===== src/rtl/boot_loader_ctrl_pkg.sv =====
// -----------------------------------------------------------------------------
// boot_pkg
// Shared definitions for the boot sequencer: state encoding, instruction
// source selector values and the wrapping word-address adder used to form
// ROM / I$ addresses from a base and the running word index.
// -----------------------------------------------------------------------------
package boot_pkg;

  // Two-bit boot state. The values are visible to firmware/debug tooling,
  // so they are fixed explicitly rather than left to the tool.
  typedef enum logic [1:0] {
    COPY     = 2'd0,
    VERIFY   = 2'd1,
    DONE     = 2'd2,
    FALLBACK = 2'd3
  } boot_state_e;

  // Instruction source presented to the core fetch mux.
  localparam logic SRC_ICACHE = 1'b0;
  localparam logic SRC_ROM    = 1'b1;

  // Word address width ([31:2] of a byte address).
  localparam int unsigned WADDR_W = 30;

  // Base + offset in word-address space. Overflow past 2^30 wraps silently,
  // which lets an image straddle the top of the address map.
  function automatic logic [WADDR_W-1:0] addr_add(
    input logic [WADDR_W-1:0] base,
    input logic [WADDR_W-1:0] offset
  );
    addr_add = base + offset;
  endfunction

endpackage


===== src/rtl/boot_loader_ctrl.sv =====
// -----------------------------------------------------------------------------
// boot_loader_ctrl
// Boot sequencer between internal ROM, the instruction cache and the core.
// Out of reset it holds the core in reset, copies a WORDS-long image from ROM
// into the I$, reads it back and compares against ROM. On a clean verify the
// core is released fetching from the I$; after MAX_RETRY failed re-copies the
// core is released fetching directly from ROM instead.
//
// Ports
//   clk_i        single clock
//   rst_i        asynchronous active-high reset
//   boot_req_i   level reboot request, honoured only in DONE / FALLBACK
//   core_addr_i  core fetch word address, passed through once booted
//   rom_addr_o   ROM word address
//   rom_data_i   ROM read data (combinational)
//   ic_addr_o    I$ word address
//   ic_wdata_o   I$ write data
//   ic_we_o      I$ write strobe, committed on the rising clock edge
//   ic_rdata_i   I$ read data (combinational)
//   core_rst_o   core reset, active-high
//   instr_sel_o  instruction source: 0 = I$, 1 = ROM
//   done_o       high in DONE
//   error_o      high in FALLBACK
// -----------------------------------------------------------------------------
module boot_loader_ctrl
  import boot_pkg::*;
#(
  parameter int unsigned WORDS     = 256,
  parameter logic [29:0] ROM_BASE  = 30'h0,
  parameter logic [29:0] IC_BASE   = 30'h0,
  parameter int unsigned MAX_RETRY = 2
) (
  input  logic        clk_i,
  input  logic        rst_i,
  input  logic        boot_req_i,
  input  logic [31:2] core_addr_i,
  output logic [31:2] rom_addr_o,
  input  logic [31:0] rom_data_i,
  output logic [31:2] ic_addr_o,
  output logic [31:0] ic_wdata_o,
  output logic        ic_we_o,
  input  logic [31:0] ic_rdata_i,
  output logic        core_rst_o,
  output logic        instr_sel_o,
  output logic        done_o,
  output logic        error_o
);

  // A single-word image still needs a 1-bit counter.
  localparam int unsigned IDX_W = (WORDS > 1) ? $clog2(WORDS) : 1;
  localparam int unsigned RTY_W = (MAX_RETRY > 0) ? $clog2(MAX_RETRY + 1) : 1;

  localparam logic [IDX_W-1:0] IDX_LAST = IDX_W'(WORDS - 1);
  localparam logic [RTY_W-1:0] RTY_MAX  = RTY_W'(MAX_RETRY);

  boot_state_e      state;
  boot_state_e      state_nxt;
  logic [IDX_W-1:0] idx;
  logic [IDX_W-1:0] idx_nxt;
  logic [RTY_W-1:0] retry;
  logic [RTY_W-1:0] retry_nxt;

  logic             idx_last;
  logic             mismatch;
  logic [29:0]      idx_ext;
  logic [29:0]      seq_rom_addr;
  logic [29:0]      seq_ic_addr;

  assign idx_last = (idx == IDX_LAST);
  assign mismatch = (ic_rdata_i != rom_data_i);
  assign idx_ext  = {{(30 - IDX_W){1'b0}}, idx};

  assign seq_rom_addr = addr_add(ROM_BASE, idx_ext);
  assign seq_ic_addr  = addr_add(IC_BASE, idx_ext);

  // ---------------------------------------------------------------------------
  // State, word counter and retry counter registers
  // ---------------------------------------------------------------------------
  always_ff @(posedge clk_i or posedge rst_i) begin
    if (rst_i) begin
      state <= COPY;
      idx   <= '0;
      retry <= '0;
    end else begin
      state <= state_nxt;
      idx   <= idx_nxt;
      retry <= retry_nxt;
    end
  end

  // ---------------------------------------------------------------------------
  // Next-state logic
  // ---------------------------------------------------------------------------
  always_comb begin
    state_nxt = state;
    idx_nxt   = idx;
    retry_nxt = retry;

    case (state)
      COPY: begin
        if (idx_last) begin
          idx_nxt   = '0;
          state_nxt = VERIFY;
        end else begin
          idx_nxt = idx + 1'b1;
        end
      end

      VERIFY: begin
        // A mismatch aborts the rest of the pass straight away; there is no
        // point reading further words of an image that is about to be
        // rewritten or abandoned.
        if (mismatch) begin
          idx_nxt = '0;
          if (retry < RTY_MAX) begin
            retry_nxt = retry + 1'b1;
            state_nxt = COPY;
          end else begin
            state_nxt = FALLBACK;
          end
        end else if (idx_last) begin
          idx_nxt   = '0;
          state_nxt = DONE;
        end else begin
          idx_nxt = idx + 1'b1;
        end
      end

      DONE, FALLBACK: begin
        // Reboot starts from a clean slate, including the retry budget.
        if (boot_req_i) begin
          idx_nxt   = '0;
          retry_nxt = '0;
          state_nxt = COPY;
        end
      end

      default: begin
        idx_nxt   = '0;
        retry_nxt = '0;
        state_nxt = COPY;
      end
    endcase
  end

  // ---------------------------------------------------------------------------
  // Moore outputs. The defaults describe the sequencing states; the core is
  // kept in reset and pointed at ROM until an image has been accepted.
  // ---------------------------------------------------------------------------
  always_comb begin
    rom_addr_o  = seq_rom_addr;
    ic_addr_o   = seq_ic_addr;
    ic_wdata_o  = rom_data_i;
    ic_we_o     = 1'b0;
    core_rst_o  = 1'b1;
    instr_sel_o = SRC_ROM;
    done_o      = 1'b0;
    error_o     = 1'b0;

    case (state)
      COPY: begin
        ic_we_o = 1'b1;
      end

      VERIFY: begin
        ic_we_o = 1'b0;
      end

      DONE: begin
        rom_addr_o  = core_addr_i;
        ic_addr_o   = core_addr_i;
        core_rst_o  = 1'b0;
        instr_sel_o = SRC_ICACHE;
        done_o      = 1'b1;
      end

      FALLBACK: begin
        rom_addr_o  = core_addr_i;
        ic_addr_o   = core_addr_i;
        core_rst_o  = 1'b0;
        instr_sel_o = SRC_ROM;
        error_o     = 1'b1;
      end

      default: begin
        ic_we_o = 1'b0;
      end
    endcase
  end

endmodule


===== config.mk =====
export PLATFORM = sky130hd
export DESIGN_NAME = boot_loader_ctrl
export DESIGN_NICKNAME = d
export VERILOG_FILES = /design/src/rtl/boot_loader_ctrl_pkg.sv /design/src/rtl/boot_loader_ctrl.sv
export SDC_FILE = /design/constraint.sdc
export NUM_CORES = 1
export LEC_CHECK = 0
export CORE_MARGIN = 2
export CORE_UTILIZATION = 30
export CTS_CLUSTER_SIZE = 10
export DETAILED_ROUTE_END_ITERATION = 8
export PLACE_DENSITY_LB_ADDON = 0.05
export SETUP_SLACK_MARGIN = 0.02
export SLEW_MARGIN = 5
export SYNTH_ARGS = -nofsm -noshare
export SYNTH_HDL_FRONTEND = slang
export SYNTH_SLANG_ARGS = --single-unit

===== constraint.sdc =====
create_clock -name clk_i -period 2.5 [get_ports clk_i]
set_input_delay 0.5 -clock clk_i [delete_from_list [all_inputs] [get_ports clk_i]]
set_output_delay 0.5 -clock clk_i [all_outputs]
set_load 0.01 [all_outputs]

==> results.tsv <==
stage	metric	value	unit
timing	Final setup violation count	0	
floorplan	Die H	80.0	um
power	maximum vdd drop	0.227	mV
drt	Via density	4.47	
clock_tree	CTS max path bufs	2	
global_route	Total GRT Usage	17.5	%
clock_tree	TritonCTS Buffers	3	
timing	period utilization	90.5	%
synthesis	syn_nets	314	
timing	fin. max-slew vios	0	
worst_setup_path	Critical Path Sink Type	flip-flop	
worst_setup_path	worst-path maximum fanout	8	
floorplan	die area	0.00640	mm2
layout	fraction of layout cells with a size suffix above 1	5.73	%
job	max cap viols	0	
timing	Min Hold Slack	0.519	ns
placed_design	PortBufs	193	
worst_setup_path	Setup CP Type	in -> reg	
layout	fillers	525	
global_route	vias in the first global route	1966	
placed_design	hpwl dp	4990	um
synthesis	Yosys cell types	35	
layout	Post-Layout Cell Count	421	
drt	Iter 0 DRT Violations	74	
layout	utilization after layout	60.3	%
synthesis	Post-Syn Instances	216	
clock_tree	Clock Sinks	12	
drt	detailed-route via count	1882	
global_route	first-pass GRT wire length	9040	um
outcome	status	finished, final reports clean	
floorplan	row cnt	27	
worst_hold_path	Hold WC Path Type	reg -> reg	
clock_tree	CTS tree	done	
clock_tree	hold_buf cts	0	
drt	post-DR wirelength/cell	13.4	um
timing	RSZ-0062 raised after global routing	false	
clock_tree	CTS resizes	0	
floorplan	core footprint	0.00554	mm2
power	Leak	0.00131	uW
power	power per cell area	352	mW/mm2
layout	Ant. Diodes	0	
synthesis	Post-Syn Area per Cell	8.03	um2
placed_design	GPL Wtd Cong	0.738	
timing	Slew Limit Headroom	53.7	%
layout	Final Net Count	449	
global_route	largest net degree at the start of global routing	29	
layout	Final Cell Area	0.00334	mm2
timing	Tmin final	2.26	ns
placed_design	placed insts	418	
worst_setup_path	WP data required	2.66	ns
clock_tree	Clock transition at path regs	0.05	ns
drt	drt first pass iters	4	
synthesis	Ys Warns	0	
timing	skew final	0.000446	ns
floorplan	# IOs	194	
placed_design	Post-DP Area	0.00330	mm2
worst_setup_path	arrival time worst endpoint	2.43	ns
drt	antenna viol nets, final	0	
floorplan	Die X	80.0	um
synthesis	sequential-to-total area share from yosys stat	17.3	%
clock_tree	Post-CTS Setup Inserts	0	
drt	Total Routed Length	5620	um
timing	total negative slack	0	ns
drt	drt drc	0	
timing	Tightest Pin Transition	0.692	ns
worst_setup_path	crit path launch type	input port	
clock_tree	H-tree levels	1	
timing	fmax	442	MHz
clock_tree	worst skew pair latency	0.24	ns
global_route	initial antenna violation count	0	
synthesis	#FFs+latches synth	12	
global_route	total global routing overflow	0	
floorplan	Starting Density	31.3	%
clock_tree	clk root buf	clkbuf_8	
timing	final hold violations	0	
synthesis	synthesized area	0.00173	mm2
layout	Syn-to-layout area delta	92.6	%
stage by stage:
stage,power (uW),setup WS (ns)
3_5_place_dp,1010,-0.0405
4_1_cts,1190,0.210
6_report,1170,0.237
2_1_floorplan,656,0.716
3_3_place_gp,989,0.0538
5_1_grt,1270,0.0472
cell usage in the layout, fill, tap and decap left out, types with 2 or more instances in the layout:
cell type / count
xor2_1: 32
and2_1: 23
nand2_1: 14
dfrtp_1: 12
buf_4: 3
nor3_1: 4
inv_1: 4
nand2b_1: 2
mux2_2: 7
a22oi_1: 4
nand3_1: 7
clkbuf_8: 3
o211ai_1: 2
nor4_1: 8
clkdlybuf4s50_1: 193
nor2_1: 5
o21ai_0: 3
o21ai_1: 3
nand4_1: 3
flip-flops by register name (all words and copies together), names as in the netlist:
signal	count
retry	2
idx	8
state	2
area by class of cell:
class	count	area [um2]	area share, %
multi-input combinational	133	935	28.0
clock buffer	3	41.3	1.24
timing repair buffer	196	1950	58.5
inverter	5	18.8	0.562
sequential	12	300	8.99
tap	72	90.1	2.70
final timing paths:
path | start | end | slack (ns) | cells past startpoint
setup / recovery | rom_data_i[7] | idx[5] | 0.24 | 8
hold / removal | idx[0] | idx[0] | 0.52 | 1
setup reg to reg | state[1] | idx[5] | 0.55 | 5
hold reg to reg | idx[0] | idx[0] | 0.52 | 1
max in group asynchronous | rst_i | idx[7] | 1.59 | 2
min in group asynchronous | rst_i | idx[0] | 0.58 | 2
kinds of logic (layout without fill, tap and decap cells):
logic type / count (synthesis) / count (layout) / synth area share [%]
AO/OA/AOI/OAI: 20 / 20 / 8.80
XOR/XNOR: 32 / 32 / 16.2
adder cells (fa/ha/maj): 1 / 1 / 0.721
buffers and inverters: 71 / 204 / 28.8
flip-flops: 12 / 12 / 17.3
multiplexers: 8 / 8 / 5.12
AND/OR/NAND/NOR: 72 / 72 / 23.1
power by group:
| part | switching (uW) | leakage (uW) | total, uW | internal (uW) |
|---|---|---|---|---|
| registers | 67.1 | 0.000157 | 311 | 244 |
| logic | 241 | 0.00113 | 684 | 443 |
| clock network | 74.0 | 0.0000216 | 181 | 106 |
| total | 382 | 0.00131 | 1170 | 793 |
worst max-delay path: stages:
cell and delay, ns:
clkdlybuf4s50_1 0.44, xor2_1 0.18, nor4_1 0.34, nand4_1 0.26, o21ai_4 0.34, buf_4 0.18, a22oi_1 0.06, o21ai_1 0.12
cell usage after synthesis:
master	count	share of area [%]
a21boi_0	1	0.43
a21oi_1	1	0.29
a22oi_1	4	1.7
a31o_2	1	0.51
a32o_1	1	0.58
and2_1	23	8.3
buf_4	62	27
clkbuf_1	4	0.87
clkinv_1	1	0.22
dfrtp_1	12	17
ha_1	1	0.72
inv_1	4	0.87
mux2_2	7	4.5
mux2i_1	1	0.58
nand2_1	14	3.0
nand2_4	1	0.65
nand2b_1	2	0.72
nand3_1	7	2.0
nand3_2	1	0.58
nand4_1	3	1.1
nor2_1	5	1.1
nor2b_1	1	0.36
nor3_1	4	1.2
nor4_1	8	2.9
o211ai_1	2	0.87
o21a_1	1	0.43
o21ai_0	3	0.87
o21ai_1	3	0.87
o21ai_4	1	0.94
o22ai_1	1	0.36
o311ai_2	1	0.94
or2_1	1	0.36
or2_2	1	0.36
or4_2	1	0.51
xor2_1	32	16
per-layer routing:
metal	up-vias	global-route usage [%]	share of wire [%]
met2	100	34.7	56
met4	0	3.39	1.0
li1	941	-	-
met5	-	0	0
met3	6	3.85	9.0
met1	835	18.7	34
Power figures use the tool's default switching activity.
